$ cat src/rtl/uf_label_scheduler_pkg.sv
// Shared definitions for the union-find label scheduler.
// Holds the engine opcodes, the scheduler FSM state encoding and a small
// helper that classifies states belonging to the resolve sweep.
package uf_label_scheduler_pkg;

  localparam logic [1:0] UF_OP_IDLE  = 2'b00;
  localparam logic [1:0] UF_OP_UNION = 2'b01;
  localparam logic [1:0] UF_OP_FIND  = 2'b10;

  typedef enum logic [2:0] {
    S_IDLE    = 3'd0,
    S_U_ISSUE = 3'd1,
    S_U_WAIT  = 3'd2,
    S_F_ISSUE = 3'd3,
    S_F_WAIT  = 3'd4,
    S_CLEAR   = 3'd5
  } sched_state_e;

  // True while the find sweep (or its closing clear) owns the engine.
  function automatic logic is_resolving(input sched_state_e s);
    return (s == S_F_ISSUE) || (s == S_F_WAIT) || (s == S_CLEAR);
  endfunction

endpackage

$ cat src/rtl/uf_label_scheduler_if.sv
// Equivalence-pair stream from the raster labeller to the scheduler.
// Signals:
//   pair_valid / pair_ready : handshake, transfer when both are 1
//   pair_a / pair_b         : the two equivalent labels
//   frame_end               : 1-cycle pulse, last pair of the frame already offered
// Modports: master = labeller side, slave = scheduler side.
interface uf_label_scheduler_if #(
  parameter int ADDR_WIDTH = 8
) ();

  logic                  pair_valid;
  logic                  pair_ready;
  logic [ADDR_WIDTH-1:0] pair_a;
  logic [ADDR_WIDTH-1:0] pair_b;
  logic                  frame_end;

  modport master (output pair_valid, output pair_a, output pair_b, output frame_end,
                  input  pair_ready);
  modport slave  (input  pair_valid, input  pair_a, input  pair_b, input  frame_end,
                  output pair_ready);

endinterface

$ cat src/rtl/uf_label_scheduler_equiv_pair_fifo.sv
// Synchronous FIFO buffering equivalence pairs ahead of the union-find engine.
// Ports:
//   clk, reset        : clock, asynchronous active-high reset (FIFO empties)
//   push_i, wdata_i   : write request and data
//   pop_i, rdata_o    : read request and head-of-queue data (show-ahead)
//   full_o, empty_o   : occupancy flags
// A push while full is accepted only when a pop frees the slot in the same cycle;
// a pop while empty is ignored.
module uf_label_scheduler_equiv_pair_fifo #(
  parameter int WIDTH = 16,
  parameter int DEPTH = 16
) (
  input  logic             clk,
  input  logic             reset,
  input  logic             push_i,
  input  logic [WIDTH-1:0] wdata_i,
  input  logic             pop_i,
  output logic [WIDTH-1:0] rdata_o,
  output logic             full_o,
  output logic             empty_o
);

  localparam int PW = $clog2(DEPTH);
  localparam logic [PW:0] PTR_ONE = {{PW{1'b0}}, 1'b1};

  logic [WIDTH-1:0] mem_q [DEPTH];
  logic [PW:0]      wr_ptr_q;
  logic [PW:0]      rd_ptr_q;
  logic             do_push;
  logic             do_pop;

  // Pointers carry one wrap bit so full and empty are distinguishable.
  assign empty_o = (wr_ptr_q == rd_ptr_q);
  assign full_o  = (wr_ptr_q[PW] != rd_ptr_q[PW]) &&
                   (wr_ptr_q[PW-1:0] == rd_ptr_q[PW-1:0]);
  assign do_pop  = pop_i & ~empty_o;
  assign do_push = push_i & (~full_o | do_pop);
  assign rdata_o = mem_q[rd_ptr_q[PW-1:0]];

  // Pointer update.
  always_ff @(posedge clk or posedge reset) begin
    if (reset) begin
      wr_ptr_q <= {(PW+1){1'b0}};
      rd_ptr_q <= {(PW+1){1'b0}};
    end else begin
      if (do_push) wr_ptr_q <= wr_ptr_q + PTR_ONE;
      if (do_pop)  rd_ptr_q <= rd_ptr_q + PTR_ONE;
    end
  end

  // Storage array; contents are don't-care while the FIFO is empty.
  always_ff @(posedge clk) begin
    if (do_push) mem_q[wr_ptr_q[PW-1:0]] <= wdata_i;
  end

endmodule

$ cat src/rtl/uf_label_scheduler.sv
// Union-find label scheduler for connected-component labelling.
// Buffers equivalence pairs and issues them as UNION ops; at frame end drains
// the buffer, sweeps every label with FIND ops and writes each root into the
// label-resolve LUT, then pulses uf_clear to reset the engine for the next frame.
// Ports:
//   clk, reset                : clock, asynchronous active-high reset
//   pair_if (slave)           : equivalence-pair stream + frame_end
//   uf_op/uf_node1/uf_node2   : engine command (00 idle, 01 union, 10 find)
//   uf_result/uf_done/uf_idle : engine response
//   uf_clear                  : 1-cycle engine clear pulse after a sweep
//   lut_wr_en/addr/data       : LUT write port (label -> root)
//   resolve_done              : 1-cycle pulse after the last LUT write
//   busy                      : FSM active or pairs still buffered
//   frame_overrun             : sticky, frame_end arrived while one was pending/resolving
module uf_label_scheduler
  import uf_label_scheduler_pkg::*;
#(
  parameter int N_LABELS   = 256,
  parameter int ADDR_WIDTH = 8,
  parameter int FIFO_DEPTH = 16
) (
  input  logic                  clk,
  input  logic                  reset,
  uf_label_scheduler_if.slave   pair_if,
  output logic [1:0]            uf_op,
  output logic [ADDR_WIDTH-1:0] uf_node1,
  output logic [ADDR_WIDTH-1:0] uf_node2,
  input  logic [ADDR_WIDTH-1:0] uf_result,
  input  logic                  uf_done,
  input  logic                  uf_idle,
  output logic                  uf_clear,
  output logic                  lut_wr_en,
  output logic [ADDR_WIDTH-1:0] lut_wr_addr,
  output logic [ADDR_WIDTH-1:0] lut_wr_data,
  output logic                  resolve_done,
  output logic                  busy,
  output logic                  frame_overrun
);

  // One extra bit so a sweep over 2^ADDR_WIDTH labels ends without wrapping.
  localparam int CNT_W = ADDR_WIDTH + 1;
  localparam logic [CNT_W-1:0] CNT_LAST = CNT_W'(N_LABELS - 1);
  localparam logic [CNT_W-1:0] CNT_ONE  = CNT_W'(1);

  sched_state_e          state_q;
  logic [CNT_W-1:0]      cnt_q;
  logic                  pending_q;
  logic                  run_q;
  logic                  overrun_q;
  logic [1:0]            uf_op_q;
  logic [ADDR_WIDTH-1:0] node1_q;
  logic [ADDR_WIDTH-1:0] node2_q;
  logic                  uf_clear_q;
  logic                  lut_wr_en_q;
  logic [ADDR_WIDTH-1:0] lut_addr_q;
  logic [ADDR_WIDTH-1:0] lut_data_q;
  logic                  resolve_done_q;

  logic                    resolving;
  logic                    ready;
  logic                    push;
  logic                    pop;
  logic                    fifo_full;
  logic                    fifo_empty;
  logic [2*ADDR_WIDTH-1:0] head;
  logic [ADDR_WIDTH-1:0]   head_a;
  logic [ADDR_WIDTH-1:0]   head_b;
  logic                    fe_accept;
  logic                    fe_overrun;

  assign resolving = is_resolving(state_q);
  // run_q keeps ready low while reset is applied and for the first cycle after.
  assign ready     = run_q & ~fifo_full & ~pending_q & ~resolving;
  assign push      = pair_if.pair_valid & ready;
  // The pop happens in the same cycle the union is registered for issue.
  assign pop       = (state_q == S_U_ISSUE) & uf_idle;
  assign head_a    = head[2*ADDR_WIDTH-1:ADDR_WIDTH];
  assign head_b    = head[ADDR_WIDTH-1:0];
  assign fe_accept  = pair_if.frame_end & ~pending_q & ~resolving;
  assign fe_overrun = pair_if.frame_end & (pending_q | resolving);

  assign pair_if.pair_ready = ready;
  assign uf_op         = uf_op_q;
  assign uf_node1      = node1_q;
  assign uf_node2      = node2_q;
  assign uf_clear      = uf_clear_q;
  assign lut_wr_en     = lut_wr_en_q;
  assign lut_wr_addr   = lut_addr_q;
  assign lut_wr_data   = lut_data_q;
  assign resolve_done  = resolve_done_q;
  assign frame_overrun = overrun_q;
  assign busy          = (state_q != S_IDLE) | ~fifo_empty;

  uf_label_scheduler_equiv_pair_fifo #(
    .WIDTH (2*ADDR_WIDTH),
    .DEPTH (FIFO_DEPTH)
  ) u_fifo (
    .clk     (clk),
    .reset   (reset),
    .push_i  (push),
    .wdata_i ({pair_if.pair_a, pair_if.pair_b}),
    .pop_i   (pop),
    .rdata_o (head),
    .full_o  (fifo_full),
    .empty_o (fifo_empty)
  );

  // Scheduler FSM with sweep counter, engine driver and LUT writer.
  always_ff @(posedge clk or posedge reset) begin
    if (reset) begin
      state_q        <= S_IDLE;
      cnt_q          <= {CNT_W{1'b0}};
      pending_q      <= 1'b0;
      run_q          <= 1'b0;
      overrun_q      <= 1'b0;
      uf_op_q        <= UF_OP_IDLE;
      node1_q        <= {ADDR_WIDTH{1'b0}};
      node2_q        <= {ADDR_WIDTH{1'b0}};
      uf_clear_q     <= 1'b0;
      lut_wr_en_q    <= 1'b0;
      lut_addr_q     <= {ADDR_WIDTH{1'b0}};
      lut_data_q     <= {ADDR_WIDTH{1'b0}};
      resolve_done_q <= 1'b0;
    end else begin
      run_q          <= 1'b1;
      // Commands and strobes are single-cycle unless set again below.
      uf_op_q        <= UF_OP_IDLE;
      uf_clear_q     <= 1'b0;
      lut_wr_en_q    <= 1'b0;
      resolve_done_q <= 1'b0;
      if (fe_overrun) overrun_q <= 1'b1;
      if (fe_accept)  pending_q <= 1'b1;

      case (state_q)
        S_IDLE: begin
          // Buffered unions always drain before the sweep may start.
          if (!fifo_empty)    state_q <= S_U_ISSUE;
          else if (pending_q) state_q <= S_F_ISSUE;
          else                state_q <= S_IDLE;
        end
        S_U_ISSUE: begin
          if (uf_idle) begin
            if (head_a != head_b) begin
              uf_op_q <= UF_OP_UNION;
              node1_q <= head_a;
              node2_q <= head_b;
              state_q <= S_U_WAIT;
            end else begin
              // Self-equivalence carries no information: drop it.
              state_q <= S_IDLE;
            end
          end
        end
        S_U_WAIT: begin
          if (uf_done) state_q <= S_IDLE;
        end
        S_F_ISSUE: begin
          if (uf_idle) begin
            uf_op_q <= UF_OP_FIND;
            node1_q <= cnt_q[ADDR_WIDTH-1:0];
            node2_q <= {ADDR_WIDTH{1'b0}};
            state_q <= S_F_WAIT;
          end
        end
        S_F_WAIT: begin
          if (uf_done) begin
            lut_wr_en_q <= 1'b1;
            lut_addr_q  <= cnt_q[ADDR_WIDTH-1:0];
            lut_data_q  <= uf_result;
            if (cnt_q == CNT_LAST) begin
              state_q <= S_CLEAR;
            end else begin
              cnt_q   <= cnt_q + CNT_ONE;
              state_q <= S_F_ISSUE;
            end
          end
        end
        S_CLEAR: begin
          uf_clear_q     <= 1'b1;
          resolve_done_q <= 1'b1;
          cnt_q          <= {CNT_W{1'b0}};
          pending_q      <= 1'b0;
          state_q        <= S_IDLE;
        end
        default: begin
          state_q <= S_IDLE;
        end
      endcase
    end
  end

endmodule

$ cat src/flat_wrapper.sv
// flat-port wrapper written by rule: the top's interface ports become plain ports
module uf_label_scheduler_flat import uf_label_scheduler_pkg::*;
#(
  parameter int N_LABELS   = 256,
  parameter int ADDR_WIDTH = 8,
  parameter int FIFO_DEPTH = 16
)
  (clk, reset, uf_op, uf_node1, uf_node2, uf_result, uf_done, uf_idle, uf_clear, lut_wr_en, lut_wr_addr, lut_wr_data, resolve_done, busy, frame_overrun, pair_if_pair_valid, pair_if_pair_a, pair_if_pair_b, pair_if_frame_end, pair_if_pair_ready);
  uf_label_scheduler_if #(.ADDR_WIDTH(ADDR_WIDTH)) pair_if_i ();
  input  logic clk;
  input  logic reset;
  output logic [1:0] uf_op;
  output logic [ADDR_WIDTH-1:0] uf_node1;
  output logic [ADDR_WIDTH-1:0] uf_node2;
  input  logic [ADDR_WIDTH-1:0] uf_result;
  input  logic uf_done;
  input  logic uf_idle;
  output logic uf_clear;
  output logic lut_wr_en;
  output logic [ADDR_WIDTH-1:0] lut_wr_addr;
  output logic [ADDR_WIDTH-1:0] lut_wr_data;
  output logic resolve_done;
  output logic busy;
  output logic frame_overrun;
  input wire logic [$bits(pair_if_i.pair_valid)-1:0] pair_if_pair_valid;
  input wire logic [$bits(pair_if_i.pair_a)-1:0] pair_if_pair_a;
  input wire logic [$bits(pair_if_i.pair_b)-1:0] pair_if_pair_b;
  input wire logic [$bits(pair_if_i.frame_end)-1:0] pair_if_frame_end;
  output wire logic [$bits(pair_if_i.pair_ready)-1:0] pair_if_pair_ready;
  assign pair_if_i.pair_valid = pair_if_pair_valid;
  assign pair_if_i.pair_a = pair_if_pair_a;
  assign pair_if_i.pair_b = pair_if_pair_b;
  assign pair_if_i.frame_end = pair_if_frame_end;
  assign pair_if_pair_ready = pair_if_i.pair_ready;
  uf_label_scheduler #(.N_LABELS(N_LABELS), .ADDR_WIDTH(ADDR_WIDTH), .FIFO_DEPTH(FIFO_DEPTH)) u_core (.clk(clk), .reset(reset), .pair_if(pair_if_i), .uf_op(uf_op), .uf_node1(uf_node1), .uf_node2(uf_node2), .uf_result(uf_result), .uf_done(uf_done), .uf_idle(uf_idle), .uf_clear(uf_clear), .lut_wr_en(lut_wr_en), .lut_wr_addr(lut_wr_addr), .lut_wr_data(lut_wr_data), .resolve_done(resolve_done), .busy(busy), .frame_overrun(frame_overrun));
endmodule
$ cat config.mk
export PLATFORM = sky130hd
export DESIGN_NAME = uf_label_scheduler_flat
export DESIGN_NICKNAME = d
export VERILOG_FILES = /design/src/rtl/uf_label_scheduler_pkg.sv /design/src/rtl/uf_label_scheduler_if.sv /design/src/rtl/uf_label_scheduler_equiv_pair_fifo.sv /design/src/rtl/uf_label_scheduler.sv /design/src/flat_wrapper.sv
export SDC_FILE = /design/constraint.sdc
export NUM_CORES = 1
export LEC_CHECK = 0
export ABC_AREA = 1
export BUFFER_PORTS_ARGS = -buffer_cell sky130_fd_sc_hd__clkbuf_2
export CORE_MARGIN = 2
export CORE_UTILIZATION = 51
export CTS_BUF_LIST = sky130_fd_sc_hd__clkbuf_2 sky130_fd_sc_hd__clkbuf_4 sky130_fd_sc_hd__clkbuf_8
export DETAILED_ROUTE_END_ITERATION = 6
export GPL_ROUTABILITY_DRIVEN = 1
export HOLD_SLACK_MARGIN = 0.15
export PLACE_DENSITY = 0.68
export SKIP_LAST_GASP = 1
export SLEW_MARGIN = 10
export SYNTH_ARGS = -nofsm -noshare
export SYNTH_HDL_FRONTEND = slang
export SYNTH_HIERARCHICAL = 1
export SYNTH_SLANG_ARGS = --single-unit
$ cat constraint.sdc
create_clock -name clk -period 4 [get_ports clk]
set_input_delay 0.6 -clock clk [delete_from_list [all_inputs] [get_ports clk]]
set_output_delay 0.6 -clock clk [all_outputs]
set_load 0.005 [all_outputs]
==> results of run 1 <==
==> layer usage <==
layer | vias to the layer above | track usage | share of wire
met4 | 0 | 0.107 | 0.042
met2 | 346 | 0.394 | 0.48
met5 | - | 0 | 0
met1 | 4443 | 0.322 | 0.42
li1 | 4353 | - | -
met3 | 81 | 0.0391 | 0.060
==> synth_stat cells, drive strengths merged <==
cell      n  area (um^2)
nor3      2         10.0
nor3b     1         12.5
xor2      3         26.3
a31oi     2         12.5
conb      1         3.75
inv      71          269
o211ai   32          240
clkinv    1         3.75
o31ai     1         7.51
ha        7         87.6
nand2   236          923
nand4    21          138
nor2    226          883
clkbuf   31          116
o21ai   167          836
dfrtp    61         1530
buf      30          169
a21oi     4         20.0
and2      1         6.26
o22ai    17          106
nand3    37          215
xnor2     7         61.3
a21o      1         7.51
edfxtp  256         7690
==> layout make-up <==
cell class,count,area [um^2],share of cell area
clock buffer,78,942,0.0624
sequential,317,9220,0.610
tap,335,419,0.0277
clock inverter,13,86.3,0.00572
inverter,72,274,0.0181
multi-input combinational,766,3610,0.239
timing repair buffer,93,553,0.0366
==> power by group through the flow <==
stage | sequential (mW) | combinational, mW | clock [mW]
after floorplan | 4.02 | 2.08 | 0
after global placement | 4.05 | 2.97 | 0
after detailed placement | 4.06 | 2.98 | 0
after CTS | 3.99 | 3.00 | 2.83
after global routing | 4.02 | 3.36 | 2.97
final | 3.99 | 3.02 | 2.78
==> flip-flops by register name, summed over array words and instances (netlist names) <==
signal / cells
u_core/resolve_done: 1
u_core/state_q: 3
u_core/cnt_q: 9
u_core/lut_wr_data: 8
u_core/run_q: 1
u_core/u_fifo/wr_ptr_q: 5
u_core/u_fifo/rd_ptr_q: 5
u_core/frame_overrun: 1
u_core/uf_node1: 8
u_core/uf_node2: 8
u_core/lut_wr_en: 1
u_core/uf_op: 2
u_core/lut_wr_addr: 8
u_core/pending_q: 1
u_core/u_fifo/mem_q: 256
==> path summary, 6_finish.rpt <==
path	start	endpoint	slack [ns]	cells after the start
setup / recovery	u_core/u_fifo/rd_ptr_q[2]	busy	0.64	8
max in group asynchronous	reset	u_core/lut_wr_data[7]	2.54	3
min in group asynchronous	reset	u_core/u_fifo/wr_ptr_q[1]	0.59	3
setup reg to reg	u_core/u_fifo/rd_ptr_q[2]	u_core/u_fifo/mem_q[5][12]	0.64	11
hold / removal	uf_result[6]	u_core/lut_wr_data[6]	0.22	3
hold reg to reg	u_core/frame_overrun	u_core/frame_overrun	0.46	1
==> timing repair <==
action                    4_1_cts  5_1_grt
hold buffers                    1        0
resized for setup               0        0
hold endpoints to repair       10        0
==> worst max-delay path, delay by kind of cell (launching register included) <==
kind | cells | cell delay [ns]
flip-flops | 1 | 0.89
AND/OR/NAND/NOR | 5 | 0.69
buffers and inverters | 3 | 0.60
==> logic make-up (layout without fill, tap and decap cells) <==
family / count (synthesis) / after routing
compound gates: 224 / 224
xor+xnor: 10 / 10
fa+ha+maj: 7 / 7
buf+inv: 133 / 256
flops: 317 / 317
other cells: 1 / 1
simple gates: 524 / 524
==> per-stage QoR <==
step / worst slack (ns) / total power, mW / hold WS [ns] / cells / instance area, um^2
3_3_place_gp: 0.752 / 7.02 / 0.439 / 1582 / 14100
2_1_floorplan: 1.23 / 6.10 / 0.440 / 1216 / 13400
4_1_cts: 0.626 / 9.82 / 0.198 / 1674 / 15100
5_1_grt: 0.434 / 10.4 / 0.218 / 1674 / 15100
3_5_place_dp: 0.727 / 7.04 / 0.449 / 1582 / 14100
6_report: 0.638 / 9.79 / 0.220 / 1674 / 15100
==> run_results.csv, run 1 <==
group,metric,value,unit
finish,fill_cells,2157,
clock_network,cts_tree,"yes",
timing,finClkSkew,0.0295,ns
flow_run,max_cap_viol_count,0,
timing,final-hold-violation-count,0,
floorplanning,dieHeight,166,um
synth,synth_top_family_by_area,"simple AND/OR/NAND/NOR gates",
synth,synthMuxAreaShare,0,
synth,synth_seq_area_share,0.689,
critical_path,max_stage_delay,0.89,ns
clock_network,post_cts_buffers,0,
place,dp_hpwl,20700,um
critical_path,crit_fanout,23,
routing,routedWlPerCell,19.9,um
critical_path,cp.arrival,2.76,ns
min_path,hold_class,"input pin to register",
timing,period_needed,3.36,ns
place,gp_congestion,0.893,
floorplanning,core_area,25900,um^2
clock_network,root_buffer,"clkbuf_8",
synth,synth_warnings,6,
pwr,pwr-share-clk,0.284,
pwr,netSwitchingPower,3.47,mW
global_route,grt_pass1_wl,51000,um
routing,drt_iter0_drc,995,
pwr,power_frac_seq,0.408,
clock_network,clockBufferDepth,3,
finish,final_cell_mix,"256 x edfxtp_1, 223 x nand2_1, 214 x nor2_1",
critical_path,crit_type,"register to output pin",
floorplanning,die_x,166,um
synth,synth_compound_area_frac,0.0920,
synth,synth_simple_gate_area_frac,0.164,
global_route,grt_overflow,0,
place,io_buffers,69,
finish,layout_commonest_cell,"edfxtp_1",
status,status,"complete, no violations",
synth,netlist-cell-type-count,38,
pwr,internal-power,6.31,mW
finish,syn_to_final_growth,13.0,%
global_route,antenna_found_initial,1,
global_route,grt_pass1_vias,9048,
timing,fmax,297,MHz
clock_network,cts.sinks,317,
critical_path,worstSetupEndpointType,"output pin",
floorplanning,fp-row-count,59,
floorplanning,start_util,0.516,
pwr,combinationalPowerShare,0.308,
critical_path,crit_required,3.40,ns
timing,fin_crit_sh,0.840,
synth,synth-xor-area-share,0.00655,
pwr,max-vdd-ir-drop,0.385,mV
clock_network,clk_latency,0.59,ns
finish,drive_gt1_frac,0.161,
global_route,grt_use_total,0.241,
timing,rsz0062_at_grt,"false",
timing,final-setup-viol-count,0,
routing,routed_wl,33300,um
critical_path,worst_path_max_delay_cell,"dfrtp_1",
routing,first_pass_iters,6,
floorplanning,pin_count,70,
synth,syn-cell-area,13400,um^2
floorplanning,die_area,27500,um^2
critical_path,crit_path_cell_trace,"inv_2 > nand2_1 > nand2_1 > nor2_1 > nand3_1 > inv_1 > nand3_1 > clkbuf_2",
routing,drcViolationCount,0,
synth,syn_inst,1216,
timing,final.setup.tns,0,ns
synth,post_synth.cell_area_avg,11.0,um^2
finish,antenna_cells,0,
synth,ys_ff_latch,317,
routing,ant_nets,0,
clock_network,htreeDepth,2,
clock_network,path_clk_slew,0.06,ns
routing,via_per_inst,5.51,
timing,worst_slew_pin_slew,1.01,ns
pwr,power_density,648,nW/um^2
pwr,p_sw_frac,0.355,
timing,relSlewSlack,0.325,
synth,synth_nets,1253,
timing,drv_slew,0,
finish,fin_nets,1338,
synth,synth-adder-area-share,0.00655,
routing,vias,9223,
global_route,grt_max_degree,133,
critical_path,worst_setup_path_start_kind,"register",
clock_network,cts_buffers,51,
pwr,leakagePower,5.85,nW
finish,fin_util,0.583,
(Power assumes the default switching activity.)
==> inputs of run 2 (changes only) <==
==> constraint.sdc (replaced) <==
create_clock -name clk -period 3.4 [get_ports clk]
set_input_delay 0.51 -clock clk [delete_from_list [all_inputs] [get_ports clk]]
set_output_delay 0.51 -clock clk [all_outputs]
set_load 0.005 [all_outputs]
==> run_results.csv, run 2 (synthesis gave the netlist of run 1 again) <==
group,metric,value,unit
timing,fin_crit_sh,0.882,
global_route,grtUsageMet1,0.320,
routing,routed_wl,31000,um
finish,stdcell_area,15400,um^2
clock_network,root_buffer,"clkbuf_8",
timing,rsz0062_at_grt,"false",
pwr,power_density,743,nW/um^2
clock_network,cts_tree,"yes",
place,gp_congestion,0.880,
clock_network,clk_latency,0.57,ns
floorplanning,dieHeight,166,um
global_route,grt_overflow,0,
status,status,"complete, no violations",
floorplanning,fp-row-count,59,
critical_path,crit_fanout,62,
floorplanning,die_area,27500,um^2
timing,fmax,334,MHz
timing,final.setup.tns,0,ns
finish,layout_commonest_cell,"edfxtp_1",
global_route,grtUsageMet3,0.0355,
pwr,leakagePower,5.99,nW
critical_path,crit_type,"register to register",
finish,largest_reg_flops,256,
clock_network,cts_buffers,50,
timing,period_needed,3.00,ns
global_route,busiest_layer,"met2",
routing,first_pass_iters,5,
floorplanning,start_util,0.516,
floorplanning,die_x,166,um
finish,seq_area,9220,um^2
critical_path,r2r_cells,15,
routing,drt_iter0_drc,977,
pwr,max-vdd-ir-drop,0.426,mV
timing,relSlewSlack,0.314,
critical_path,cp.arrival,3.50,ns
routing,vias,9314,
global_route,grt_pass1_wl,48900,um
routing,ant_nets,0,
clock_network,cts.sinks,317,
critical_path,reg2reg_to,"u_core/uf_node2[7]",
global_route,grt_pass1_vias,8776,
clock_network,htreeDepth,2,
routing,via_per_inst,5.47,
global_route,use_met2,0.357,
min_path,hold_class,"input pin to register",
global_route,antenna_found_initial,0,
routing,routedWlPerCell,18.2,um
timing,final-hold-violation-count,0,
place,dp.cells,1602,
clock_network,post_cts_buffers,0,
place,placed_cell_area,14200,um^2
critical_path,worstSetupEndpointType,"register",
clock_network,clockBufferDepth,3,
finish,drive_gt1_frac,0.173,
critical_path,worst_setup_path_start_kind,"register",
place,io_buffers,69,
routing,drcViolationCount,0,
flow_run,max_cap_viol_count,0,
clock_network,postCtsHoldBufs,9,
floorplanning,core_area,25900,um^2
critical_path,r2r-start,"u_core/u_fifo/rd_ptr_q[0]",
finish,fill_cells,2118,
timing,holdWs,0.199,ns
critical_path,crit_path_start,"u_core/u_fifo/rd_ptr_q[0]",
timing,worst_slew_pin_slew,1.03,ns
finish,antenna_cells,0,
timing,drv_slew,0,
finish,final_cell_mix,"256 x edfxtp_1, 223 x nand2_1, 214 x nor2_1",
global_route,grt_use_total,0.225,
timing,final-setup-viol-count,0,
timing,finClkSkew,0.0162,ns
finish,fin_nets,1365,
global_route,grt_max_degree,68,
critical_path,crit_required,3.90,ns
clock_network,cts_resized,0,
critical_path,r2r_slack,0.40,ns
finish,multi_input_area,3610,um^2
clock_network,path_clk_slew,0.06,ns
finish,syn_to_final_growth,14.9,%
critical_path,endpoint,"u_core/uf_node2[7]",
floorplanning,pin_count,70,
place,dp_hpwl,19400,um
pwr,total_power,11.4,mW
finish,stdcell_count,1702,
run 2: changes by cell type in the layout (fill, tap and decap cells not counted), sizes merged:
| cell | before | now |
|---|---|---|
| buf | 23 | 43 |
| dlygate4sd3 | 1 | 9 |
| clkbuf | 147 | 149 |
| clkinv | 13 | 12 |
| inv | 71 | 70 |
run 2: worst min path at each step:
stage                                startpoint                   endpoint  cells after the start
after global placement    u_core/lut_wr_data[3]      u_core/lut_wr_data[3]                      2
after global routing          pair_if_frame_end       u_core/frame_overrun                      2
after detailed placement  u_core/lut_wr_data[5]      u_core/lut_wr_data[5]                      2
final                         pair_if_frame_end       u_core/frame_overrun                      2
after floorplan                           reset  u_core/u_fifo/rd_ptr_q[0]                      1
after CTS                     pair_if_frame_end       u_core/frame_overrun                      2
run 2: area by class of cell:
class,instances,share of cell area
inverters,72,0.0178
well taps,335,0.0273
multi-input cells,766,0.235
clock buffers,80,0.0627
clock inverters,11,0.00456
flip-flops and latches,317,0.600
repair buffers,121,0.0526
run 2: critical path, cell delays in order (launching register included):
cell      delay, ns
dfrtp_4        0.52
clkinv_2       0.26
buf_12         0.27
o21ai_0        0.19
o22ai_1        0.09
nand2_1        0.06
nand2_1        0.05
inv_1          0.10
nand2_1        0.16
xnor2_1        0.21
nand2_1        0.08
nor2_1         0.23
nand3_4        0.24
nand3_4        0.26
nand2_1        0.10
nand2_1        0.06
run 2: metal layers:
metal,routed length [um],share of wire
met2,14700,0.47
met3,1950,0.063
met5,0,0
met1,13700,0.44
met4,721,0.023
run 2: per-stage QoR:
| stage | worst slack (ns) | util |
|---|---|---|
| floorplan | 0.647 | - |
| global placement | 0.555 | 0.550 |
| detailed placement | 0.483 | 0.550 |
| CTS | 0.471 | 0.593 |
| global route | 0.0751 | 0.593 |
| finish | 0.402 | 0.593 |
run 2: where the power goes:
group | total [mW] | internal (mW) | switching [mW] | leakage (nW)
sequential | 4.71 | 4.48 | 0.227 | 3.08
combinational | 3.45 | 1.17 | 2.28 | 2.36
clock | 3.26 | 1.86 | 1.40 | 0.553
